File: src/rtl/coin_pkg.sv
// Shared coin codes, coin values and feeder FSM states for the coin feeder block.
package coin_pkg;

  localparam logic [1:0] COIN_NONE = 2'b00;
  localparam logic [1:0] COIN_A    = 2'b01;
  localparam logic [1:0] COIN_B    = 2'b10;
  localparam logic [1:0] COIN_C    = 2'b11;

  localparam logic [7:0] VALUE_A = 8'd1;
  localparam logic [7:0] VALUE_B = 8'd2;
  localparam logic [7:0] VALUE_C = 8'd5;

  typedef enum logic [1:0] {
    IDLE,
    SEND,
    HOLD
  } state_t;

  function automatic logic [7:0] coin_value(input logic [1:0] code);
    case (code)
      COIN_A:  return VALUE_A;
      COIN_B:  return VALUE_B;
      COIN_C:  return VALUE_C;
      default: return 8'd0;
    endcase
  endfunction

  function automatic logic [7:0] sat_add8(input logic [7:0] a, input logic [7:0] b);
    logic [8:0] sum;
    sum = {1'b0, a} + {1'b0, b};
    return sum[8] ? 8'hff : sum[7:0];
  endfunction

endpackage

File: src/rtl/coin_fifo.sv
// Coin code queue: DEPTH entries (power of two), pointers wrap modulo DEPTH, clear empties it.
module coin_fifo #(
  parameter int unsigned DEPTH = 4
) (
  input  logic                     clk,
  input  logic                     reset,
  input  logic                     clear,
  input  logic                     push,
  input  logic [1:0]               wdata,
  input  logic                     pop,
  output logic [1:0]               rdata,
  output logic                     full,
  output logic                     empty,
  output logic [$clog2(DEPTH):0]   count
);

  localparam int unsigned AW = $clog2(DEPTH);

  logic [1:0]    mem_q [DEPTH];
  logic [1:0]    mem_d [DEPTH];
  logic [AW-1:0] wr_ptr_q, wr_ptr_d;
  logic [AW-1:0] rd_ptr_q, rd_ptr_d;
  logic [AW:0]   count_q, count_d;

  always_comb begin
    mem_d    = mem_q;
    wr_ptr_d = wr_ptr_q;
    rd_ptr_d = rd_ptr_q;
    count_d  = count_q;
    if (clear) begin
      wr_ptr_d = '0;
      rd_ptr_d = '0;
      count_d  = '0;
    end else begin
      if (push) begin
        mem_d[wr_ptr_q] = wdata;
        wr_ptr_d        = wr_ptr_q + AW'(1);
      end
      if (pop) begin
        rd_ptr_d = rd_ptr_q + AW'(1);
      end
      case ({push, pop})
        2'b10:   count_d = count_q + (AW + 1)'(1);
        2'b01:   count_d = count_q - (AW + 1)'(1);
        default: count_d = count_q;
      endcase
    end
  end

  always_ff @(posedge clk) begin
    if (reset) begin
      wr_ptr_q <= '0;
      rd_ptr_q <= '0;
      count_q  <= '0;
    end else begin
      wr_ptr_q <= wr_ptr_d;
      rd_ptr_q <= rd_ptr_d;
      count_q  <= count_d;
    end
  end

  always_ff @(posedge clk) begin
    mem_q <= mem_d;
  end

  assign rdata = mem_q[rd_ptr_q];
  assign full  = (count_q == (AW + 1)'(DEPTH));
  assign empty = (count_q == '0);
  assign count = count_q;

endmodule

File: src/rtl/coin_feeder.sv
// Queues inserted coins and replays them as one-cycle {i,j} codes separated by GAP idle cycles.
// Optional per-type sent counters (cnt_a/cnt_b/cnt_c) when COIN_FEEDER_STATS_EN is defined.
module coin_feeder
  import coin_pkg::*;
#(
  parameter int unsigned DEPTH = 4,
  parameter int unsigned GAP   = 1
) (
  input  logic       clk,
  input  logic       reset,
  input  logic       coin_valid,
  input  logic [1:0] coin_type,
  output logic       coin_ready,
  input  logic       flush,
  output logic       i,
  output logic       j,
  output logic       busy,
  output logic [7:0] sent_value
`ifdef COIN_FEEDER_STATS_EN
  ,
  output logic [7:0] cnt_a,
  output logic [7:0] cnt_b,
  output logic [7:0] cnt_c
`endif
);

  localparam int unsigned CW     = $clog2(DEPTH) + 1;
  localparam logic [3:0]  GAP_M1 = (GAP == 0) ? 4'd0 : 4'(GAP - 1);

  state_t       state_q, state_d;
  logic [1:0]   ij_q, ij_d;
  logic [3:0]   gap_cnt_q, gap_cnt_d;
  logic [7:0]   value_q, value_d;
  logic         push, pop, go_send;
  logic [1:0]   fifo_rdata;
  logic         fifo_full, fifo_empty;
  logic [CW-1:0] fifo_count;
`ifdef COIN_FEEDER_STATS_EN
  logic [7:0]   cnt_a_q, cnt_a_d, cnt_b_q, cnt_b_d, cnt_c_q, cnt_c_d;
`endif

  assign coin_ready = (fifo_count < CW'(DEPTH));
  assign push       = coin_valid && (coin_type != COIN_NONE) && !fifo_full && !flush;

  coin_fifo #(.DEPTH(DEPTH)) u_fifo (
    .clk   (clk),
    .reset (reset),
    .clear (flush),
    .push  (push),
    .wdata (coin_type),
    .pop   (pop),
    .rdata (fifo_rdata),
    .full  (fifo_full),
    .empty (fifo_empty),
    .count (fifo_count)
  );

  always_comb begin
    state_d   = state_q;
    ij_d      = COIN_NONE;
    gap_cnt_d = gap_cnt_q;
    value_d   = value_q;
    pop       = 1'b0;
    go_send   = 1'b0;
`ifdef COIN_FEEDER_STATS_EN
    cnt_a_d   = cnt_a_q;
    cnt_b_d   = cnt_b_q;
    cnt_c_d   = cnt_c_q;
`endif
    unique case (state_q)
      IDLE: go_send = !fifo_empty;
      SEND: begin
        if (GAP > 0) begin
          state_d   = HOLD;
          gap_cnt_d = GAP_M1;
        end else begin
          state_d = IDLE;
          go_send = !fifo_empty;
        end
      end
      HOLD: begin
        if (gap_cnt_q == '0) begin
          state_d = IDLE;
          go_send = !fifo_empty;
        end else begin
          gap_cnt_d = gap_cnt_q - 4'd1;
        end
      end
      default: state_d = IDLE;
    endcase
    // Flush wins over any pending pop; the queue is cleared on the same edge.
    if (flush) begin
      state_d = IDLE;
      go_send = 1'b0;
    end
    if (go_send) begin
      pop     = 1'b1;
      state_d = SEND;
      ij_d    = fifo_rdata;
      value_d = sat_add8(value_q, coin_value(fifo_rdata));
`ifdef COIN_FEEDER_STATS_EN
      if (fifo_rdata == COIN_A) cnt_a_d = sat_add8(cnt_a_q, 8'd1);
      if (fifo_rdata == COIN_B) cnt_b_d = sat_add8(cnt_b_q, 8'd1);
      if (fifo_rdata == COIN_C) cnt_c_d = sat_add8(cnt_c_q, 8'd1);
`endif
    end
  end

  always_ff @(posedge clk) begin
    if (reset) begin
      state_q   <= IDLE;
      ij_q      <= COIN_NONE;
      gap_cnt_q <= '0;
      value_q   <= '0;
`ifdef COIN_FEEDER_STATS_EN
      cnt_a_q   <= '0;
      cnt_b_q   <= '0;
      cnt_c_q   <= '0;
`endif
    end else begin
      state_q   <= state_d;
      ij_q      <= ij_d;
      gap_cnt_q <= gap_cnt_d;
      value_q   <= value_d;
`ifdef COIN_FEEDER_STATS_EN
      cnt_a_q   <= cnt_a_d;
      cnt_b_q   <= cnt_b_d;
      cnt_c_q   <= cnt_c_d;
`endif
    end
  end

  assign i          = ij_q[1];
  assign j          = ij_q[0];
  assign busy       = (state_q != IDLE) || !fifo_empty;
  assign sent_value = value_q;
`ifdef COIN_FEEDER_STATS_EN
  assign cnt_a = cnt_a_q;
  assign cnt_b = cnt_b_q;
  assign cnt_c = cnt_c_q;
`endif

endmodule

File: config.mk
export PLATFORM = sky130hd
export DESIGN_NAME = coin_feeder
export DESIGN_NICKNAME = d
export VERILOG_FILES = /design/src/rtl/coin_pkg.sv /design/src/rtl/coin_fifo.sv /design/src/rtl/coin_feeder.sv
export SDC_FILE = /design/constraint.sdc
export NUM_CORES = 1
export LEC_CHECK = 0
export ABC_AREA = 0
export ABC_CLOCK_PERIOD_IN_PS = 3800
export CAP_MARGIN = 20
export CORE_AREA = 5 5 60 62
export CTS_CLUSTER_DIAMETER = 150
export DETAILED_ROUTE_END_ITERATION = 8
export DIE_AREA = 0 0 65 67
export PLACE_DENSITY = 0.81
export SLEW_MARGIN = 20
export SYNTH_ARGS = -nofsm -noshare
export SYNTH_HDL_FRONTEND = slang
export SYNTH_SLANG_ARGS = --single-unit
File: constraint.sdc
create_clock -name clk -period 3.8 [get_ports clk]
set_input_delay 1.14 -clock clk [delete_from_list [all_inputs] [get_ports clk]]
set_output_delay 1.14 -clock clk [all_outputs]
set_load 0.01 [all_outputs]
## Word level (Yosys, flattened, before mapping)

Cells that the tools add are included.

- Input port bits: 6
- Word-level logic and storage cells: 81
- Bits in registers: 31
- Output and inout port bits: 12

- Multiplexer cells: 20
- Bitwise logic cells: 5
- Eq/ne operators: 12
- $lt $le $gt $ge: 4
- Reduce and logical (&&, ||, !) cells: 22
- $add $sub $neg: 6

Operator list:

| cell | count |
|---|---|
| 8-bit 2-to-1 mux | 2 |
| 8-bit by 8-bit adder with 9-bit output | 1 |
| 3-bit case mux with 3 select lines | 1 |
| 8-bit bitwise mux | 1 |
| 2-bit == test (second input constant) | 4 |
| 2-bit 2-to-1 mux | 4 |
| 4-bit case mux with 2 select lines | 1 |
| 2-bit AND reduction | 4 |
| 2-bit nonzero test | 4 |
| 2-bit by 1-bit == test with 1-bit output (second input constant) | 3 |
| 3-bit >= comparator (second input constant) | 2 |
| 2-bit NOT with 3-bit output | 2 |
| 2-bit case mux with 3 select lines | 1 |
| 3-bit case mux with 2 select lines | 1 |
| 1-bit 2-to-1 mux | 5 |
| 2-bit by 1-bit adder with 2-bit output (second input constant) | 2 |
| 2-bit binary-select mux with 2-bit select | 1 |
| 2-bit demux with 2-bit select | 1 |
| 1-bit logical AND | 4 |
| 4-bit zero test | 1 |
| 4-bit 2-to-1 mux | 1 |
| 2-bit != test (second input constant) | 2 |
| 4-bit != test (second input constant) | 1 |
| 2-bit OR reduction | 2 |
| other kinds (14) | 18 |

## Depth between registers and ports, before layout

Gate-level depths: netlist (run 1).

- Depth after elaboration: 9
- Gate-level depth with buffers: 12
- Depth with buffers taken out: 11

## By module

Synthesis (run 1) repeated with hierarchy kept, for this count alone.

- Cell total of the unflattened synthesis: 160
- Area, all modules: 1562.7 um^2

By module, submodules not included:

| module | times used | cells each | area each (um^2) | seq. area each (um^2) |
|---|---|---|---|---|
| coin_feeder | 1 | 104 | 877.1 | 320.3 |
| coin_fifo | 1 | 56 | 685.7 | 380.4 |

## Least setup slack after synthesis (run 1)

No wires, ideal clock.

- Path kind: input port to flip-flop
- Start point: in flush
- End point: reg u_fifo.count_q[2], in the netlist u_fifo.count[2]
- Setup time: 0.070 ns
- Buffers on the path: 1
- Arrival time: 2.911 ns
- Data required time: 3.730 ns
- Cell stages on the path: 9
- Setup slack: 0.819 ns
- Path through: a2111o_1 inv_2 buf_8 ha_1 inv_1 fa_1 xor2_1 or3_1 a21oi_1

- Longest elaborated chain between the ends: 4
- Elaborated cells between the ends (all ways): 9
- Classes of those cells: eq/ne (2); mux (3); reduce/logical (4)

RTL lines:

| element | line | text |
|---|---|---|
| start, declared | coin_feeder.sv:14 | `input logic flush,` |
| 1-bit 2-to-1 mux (*) | coin_feeder.sv:92 | `if (flush) begin` |
| net go_send | coin_feeder.sv:34 | `logic push, pop, go_send;` |
| 1-bit 2-to-1 mux (*) | coin_feeder.sv:96 | `if (go_send) begin` |
| 2-bit by 1-bit == test with 1-bit output or 2-bit == test (tied branches) | coin_fifo.sv:42 | `case ({push, pop})` |
| 3-bit case mux with 2 select lines or 2-bit nonzero test (tied branches) | n/a |  |
| end signal, assigned | coin_fifo.sv:58 | `count_q <= count_d;` |
| end, declared | coin_fifo.sv:23 | `logic [AW:0] count_q, count_d;` |

The timed path passes the listed nets; every way through them passes the cells marked *.
A chain may end at the register's enable or synchronous reset.

## Worst setup path in the final report (run 1)

- Start point: in flush
- End point: reg u_fifo.count_q[2], in the netlist u_fifo.count[2]

- Longest elaborated chain between the ends: 4
- Elaborated cells between the ends (all ways): 9
- Classes of those cells: eq/ne (2); mux (3); reduce/logical (4)

RTL lines:

| element | line |
|---|---|
| 1-bit 2-to-1 mux or 1-bit zero test (tied branches) | coin_feeder.sv:92, coin_feeder.sv:43 |
| 1-bit 2-to-1 mux or 1-bit logical AND (tied branches) | coin_feeder.sv:96, coin_feeder.sv:43 |
| 2-bit by 1-bit == test with 1-bit output or 2-bit == test (tied branches) | coin_fifo.sv:42 |
| 3-bit case mux with 2 select lines or 2-bit nonzero test (tied branches) | n/a |

Parallel ways exist; a longest one is shown, timed or not.

==> results of run 1 <==
==> sequential cells by signal (all words and copies together) (netlist names) <==
register         count
state_q              2
u_fifo.mem_q         8
u_fifo.wr_ptr_q      2
u_fifo.count         3
u_fifo.rd_ptr_q      2
ij_q                 2
gap_cnt_q            4
sent_value           8
==> cell families after synthesis <==
family                     Yosys count
AOI/OAI and AO/OA                   28
xor gates and xnor gates             5
DFF                                 31
buffers and inverters               18
adders and majority gates           11
and+or+nand+nor                     57
muxes                                4
==> cell usage after synthesis (2+ instances only) <==
master / n / area share, %
fa_1: 2 / 2.6
nand3b_1: 3 / 1.5
and2_1: 8 / 3.3
clkbuf_1: 3 / 0.74
a211oi_1: 3 / 1.5
xor2_1: 2 / 1.1
dfxtp_1: 23 / 30
a311oi_1: 3 / 1.7
nor3b_1: 2 / 0.98
nand2b_1: 2 / 0.82
inv_1: 12 / 2.9
edfxtp_1: 8 / 16
xnor2_1: 3 / 1.7
nor3_1: 8 / 2.6
o21ai_0: 4 / 1.3
nand3_1: 2 / 0.65
nand2_1: 7 / 1.7
nor2_1: 14 / 3.4
ha_1: 9 / 7.4
mux4_2: 2 / 2.9
a21oi_1: 13 / 4.3
nor2b_1: 4 / 1.6
==> final cells by class <==
| class | count | area (um^2) | share of cell area, % |
|---|---|---|---|
| sequential | 31 | 701 | 39.1 |
| inverter | 13 | 48.8 | 2.72 |
| clock inverter | 1 | 5.00 | 0.279 |
| multi-input combinational | 105 | 748 | 41.8 |
| timing repair buffer | 20 | 193 | 10.8 |
| tap | 33 | 41.3 | 2.30 |
| clock buffer | 7 | 55.1 | 3.07 |
==> power groups by stage <==
stage	registers [mW]	clock network (mW)	logic, mW
detailed placement	0.353	0	0.0451
floorplan	0.353	0	0.0271
global placement	0.353	0	0.0437
finish	0.345	0.202	0.0454
global route	0.346	0.226	0.0503
CTS	0.345	0.207	0.0455
==> routing by layer <==
metal	vias to the layer above	wire [um]
li1	587	-
met1	558	1240
met2	29	1330
met3	5	155
met4	0	66
met5	-	0
==> through the flow <==
| step | worst slack (ns) | util (%) |
|---|---|---|
| CTS | 0.735 | 60.2 |
| global placement | 0.490 | 58.2 |
| finish | 0.729 | 60.2 |
| floorplan | 0.819 | - |
| global route | 0.602 | 60.2 |
| detailed placement | 0.387 | 58.2 |
==> worst max-delay path, stage by stage <==
cell and delay (ns):
clkdlybuf4s50_1 0.44, a2111o_1 0.44, inv_2 0.10, ha_1 0.18
inv_1 0.06, fa_1 0.38, xor2_1 0.16, or3_1 0.30
a21oi_1 0.15
==> path summary, 6_finish.rpt <==
kind,to,from,slack (ns),cells after the start
max,u_fifo.count[2]$_SDFFE_PP0P_,flush,0.73,9
min,gap_cnt_q[0]$_SDFFE_PP0P_,gap_cnt_q[0]$_SDFFE_PP0P_,0.49,1
max reg2reg,u_fifo.count[2]$_SDFFE_PP0P_,gap_cnt_q[0]$_SDFFE_PP0P_,0.87,11
min reg2reg,gap_cnt_q[0]$_SDFFE_PP0P_,gap_cnt_q[0]$_SDFFE_PP0P_,0.49,1
==> run_results.csv, run 1 <==
group,metric,value,unit
grt,antenna_found_initial,0,
final_layout,areaGrowthSynthToFinish,17.2,%
timing,finalSetupViolCount,0,
cts,hold_buffers,0,
route,wirelength,2790,um
pwr,p_seq_share,58.3,%
final_layout,drive_gt1_share,9.04,%
timing,skew,0.0135,ns
grt,use_met2,24.1,%
die,floorplan.rows,20,
yosys,synth-xor-area-share,2.86,%
final_layout,mostFrequentLayoutCells,"23 x dfxtp_1, 17 x clkdlybuf4s50_1, 14 x nor2_1, 13 x a21oi_1, 12 x inv_1",
critical_path,cp.arrival,3.34,ns
timing,maxSlewViolCount,0,
critical_path,worstSetupEndpointType,"flop",
final_layout,post-route-cell-area,1790,um^2
final_layout,fill_cells,258,
final_layout,diodes,0,
hold_path,hp-class,"flop to flop",
yosys,synth_edf_count,8,
yosys,synth_nets,171,
die,die_width,65,um
yosys,netlist_instances,154,
cts,ctsResizeCount,0,
grt,use_met1,16.8,%
grt,grtUsageMet3,5.73,%
critical_path,crit_type,"input pin to flop",
route,drt_iter0_drc,84,
die,pin_count,18,
pwr,leakage,0.626,nW
yosys,yosys.area_share.simple,20.1,%
timing,relSlewSlack,73.3,%
placement,hpwlAfterDp,2080,um
cts,clockRootBuffer,"clkbuf_4",
cts,cts_tree,"built",
final_layout,final_cells,210,
route,avgRoutedWirePerCell,13.3,um
cts,clock_latency,0.33,ns
yosys,ys.flop_type,"dfxtp_1",
placement,placed_area,1730,um^2
die,core,2980,um^2
cts,clock_sinks,31,
flow_run,maxCapViolations,0,
critical_path,cp-start-kind,"input pin",
timing,fin_crit,3.07,ns
pwr,p_sw,0.139,mW
cts,cts_buffers,5,
route,via_per_inst,5.61,
grt,grt_max_degree,16,
yosys,syn_area,1530,um^2
timing,period_share,80.8,%
die,dieArea,4360,um^2
placement,place_inst,202,
critical_path,required,4.07,ns
route,ant_nets,0,
pwr,power,0.592,mW
cts,post_cts_buffers,0,
yosys,synth-seq-cells,31,
placement,gp_congestion,0.796,
grt,track_usage,14.9,%
yosys,synth_mux_area_share,4.34,%
yosys,synth_top_family_by_area,"simple AND/OR/NAND/NOR gates",
final_layout,final_common_cell,"dfxtp_1",
yosys,synthAdderAreaFrac,9.98,%
pwr,p_per_area,331,nW/um^2
route,drtPass1Iterations,4,
grt,grt_overflow_total,0,
cts,cts_buffer_depth,2,
timing,final.setup.tns,0,ns
yosys,synth-compound-area-share,11.6,%
pwr,p_int,0.454,mW
yosys,synth_seq_area_share,45.8,%
die,die_h,67,um
pwr,power_frac_comb,7.7,%
grt,gr-max-usage-layer,"met2",
critical_path,crit_fanout,5,
pwr,clkPwrFrac,34.0,%
yosys,ys_warn_count,0,
yosys,synth_cell_types,39,
die,start_util,51.3,%
yosys,synthArstFlopShare,0,%
grt,grt_pass1_vias,1113,
route,post-route-drc-count,0,
route,routed-via-count,1179,
grt,grt_pass1_wl,4770,um
timing,fmax,326,MHz
pwr,sw_frac_of_total,23.5,%
yosys,synth_area_per_cell,9.93,um^2
timing,finalHoldViolCount,0,
cts,path_clk_slew,0.10,ns
final_layout,fin_nets,193,
pwr,peakVddDrop,251,uV
status,status,"finished clean",
timing,holdWs,0.488,ns
cts,htreeDepth,2,
timing,tightest_slew,0.401,ns
placement,io_buffers,17,
timing,rsz0062_at_grt,"false",
Power figures use the tool's default switching activity.
==> run 2: changes to the inputs <==
ABC_CLOCK_PERIOD_IN_PS = 3100   (was 3800)
clock period = 3.1 ns   (was 3.8 ns; I/O delays follow)
==> run_results.csv, run 2 (synthesis gave the netlist of run 1 again) <==
group,metric,value,unit
status,status,"finished clean",
die,dieArea,4360,um^2
route,drtPass1Iterations,4,
critical_path,cp.arrival,3.13,ns
cts,hold_buffers,0,
grt,track_usage,15.8,%
critical_path,timing.rr.start,"gap_cnt_q[0]$_SDFFE_PP0P_",
final_layout,final_common_cell,"dfxtp_1",
final_layout,fin_nets,194,
die,start_util,51.3,%
hold_path,hp-start,"gap_cnt_q[0]$_SDFFE_PP0P_",
cts,cts_buffer_depth,2,
timing,finalHoldViolCount,0,
placement,hpwlAfterDp,2120,um
route,ant_nets,0,
timing,setup_ws,0.241,ns
pwr,p_per_area,434,nW/um^2
hold_path,hp-class,"flop to flop",
final_layout,mostFrequentLayoutCells,"23 x dfxtp_1, 17 x clkdlybuf4s50_1, 14 x nor2_1, 13 x a21oi_1, 12 x inv_1",
critical_path,crit_fanout,4,
cts,clock_sinks,31,
critical_path,worstSetupEndpointType,"flop",
route,avgRoutedWirePerCell,13.3,um
final_layout,areaGrowthSynthToFinish,18.7,%
die,pin_count,18,
critical_path,cp-start-kind,"flop",
cts,path_clk_slew,0.10,ns
die,die_width,65,um
grt,antenna_found_initial,0,
critical_path,crit_path_top_delay_cell,"a2111o_1",
route,via_per_inst,5.51,
timing,finalSetupViolCount,0,
grt,grt_pass1_wl,5090,um
route,post-route-drc-count,0,
cts,htreeDepth,2,
timing,period_share,92.2,%
critical_path,crit_type,"flop to flop",
critical_path,ff2ff_setup_slack,0.24,ns
grt,grt_max_degree,15,
timing,rsz0062_at_grt,"false",
pwr,peakVddDrop,280,uV
timing,maxSlewViolCount,0,
cts,clockRootBuffer,"clkbuf_4",
timing,relSlewSlack,74.2,%
critical_path,slowest_delay,0.46,ns
grt,grt_pass1_vias,1180,
hold_path,holdPathStages,1,
critical_path,crit_start,"gap_cnt_q[0]$_SDFFE_PP0P_",
pwr,power,0.789,mW
final_layout,fill_cells,255,
placement,dp_slack,-0.0457,ns
cts,cts_buffers,5,
cts,clock_latency,0.34,ns
die,core,2980,um^2
timing,fin_crit,2.86,ns
cts,ctsResizeCount,0,
timing,skew,0.00776,ns
critical_path,worstRegToRegCells,11,
critical_path,crit_chain,"inv_1, ha_1, or3b_1, a2111o_1, inv_2, ha_1, inv_1, fa_1, xor2_1, or3_1, a21oi_1",
cts,cts_tree,"built",
cts,post_cts_buffers,0,
grt,grt_overflow_total,0,
die,die_h,67,um
route,routed-via-count,1162,
timing,fmax,350,MHz
critical_path,required,3.37,ns
placement,gp_congestion,0.837,
die,floorplan.rows,20,
final_layout,diodes,0,
route,wirelength,2810,um
flow_run,maxCapViolations,0,
timing,tightest_slew,0.383,ns
final_layout,drive_gt1_share,9.55,%
route,drt_iter0_drc,74,
pwr,leakage,0.638,nW
placement,io_buffers,17,
[run 2: cell count changes in the layout (fill, tap and decap cells not counted)]
cell       before  now
clkinv_1        0    1
clkbuf_1        1    0
clkbuf_8        1    0
buf_4           3    4
bufinv_16       0    1
[run 2: critical path, delay by kind of cell, from the launching register on]
family,cells,cell delay [ns]
adders and majority gates,3,0.76
and+or+nand+nor,2,0.72
AOI/OAI and AO/OA,2,0.60
DFF,1,0.34
buffers and inverters,3,0.22
xor gates and xnor gates,1,0.16
[run 2: report_power, final]
group	switching (mW)	leakage, nW	internal (mW)
logic	0.0280	0.337	0.0275
clock network	0.144	0.0426	0.166
registers	0.00435	0.258	0.419
[run 2: routing by layer]
metal,wire (um),part of all wire [%],vias to the layer above,GRT usage [%]
li1,-,-,590,-
met1,1200,43,548,16.4
met2,1440,51,19,28.4
met3,108,3.8,5,5.56
met4,57,2.0,0,7.12
met5,0,0,-,0
[run 2: final timing paths]
kind,end
worst min register to register,gap_cnt_q[0]$_SDFFE_PP0P_
worst max register to register,u_fifo.count[2]$_SDFFE_PP0P_
worst min-delay path,gap_cnt_q[0]$_SDFFE_PP0P_
worst max-delay path,u_fifo.count[2]$_SDFFE_PP0P_
[run 2: stage by stage]
| step | hold slack, ns | area [um^2] | util [%] | setup TNS [ns] | instances |
|---|---|---|---|---|---|
| after global routing | 0.507 | 1820 | 61.0 | 0 | 211 |
| final | 0.483 | 1820 | 61.0 | 0 | 211 |
| after floorplan | 0.435 | 1530 | - | 0 | 154 |
| after global placement | 0.461 | 1740 | 58.4 | 0 | 203 |
| after CTS | 0.482 | 1820 | 61.0 | 0 | 211 |
| after detailed placement | 0.465 | 1740 | 58.4 | -0.0457 | 203 |
[run 2: cell type report]
cell class                 count  area (um^2)  area share (%)
multi-input combinational    105          748            41.2
sequential                    31          701            38.6
timing repair buffer          21          200            11.0
inverter                      13         48.8            2.69
tap                           33         41.3            2.27
clock inverter                 3         38.8            2.14
clock buffer                   5         37.5            2.07
==> run 3: changes to the inputs <==
CTS_CLUSTER_DIAMETER = not set   (was 150)
==> results of run 3 <==
The final DEF is identical to that of run 2; final timing and power are the same.
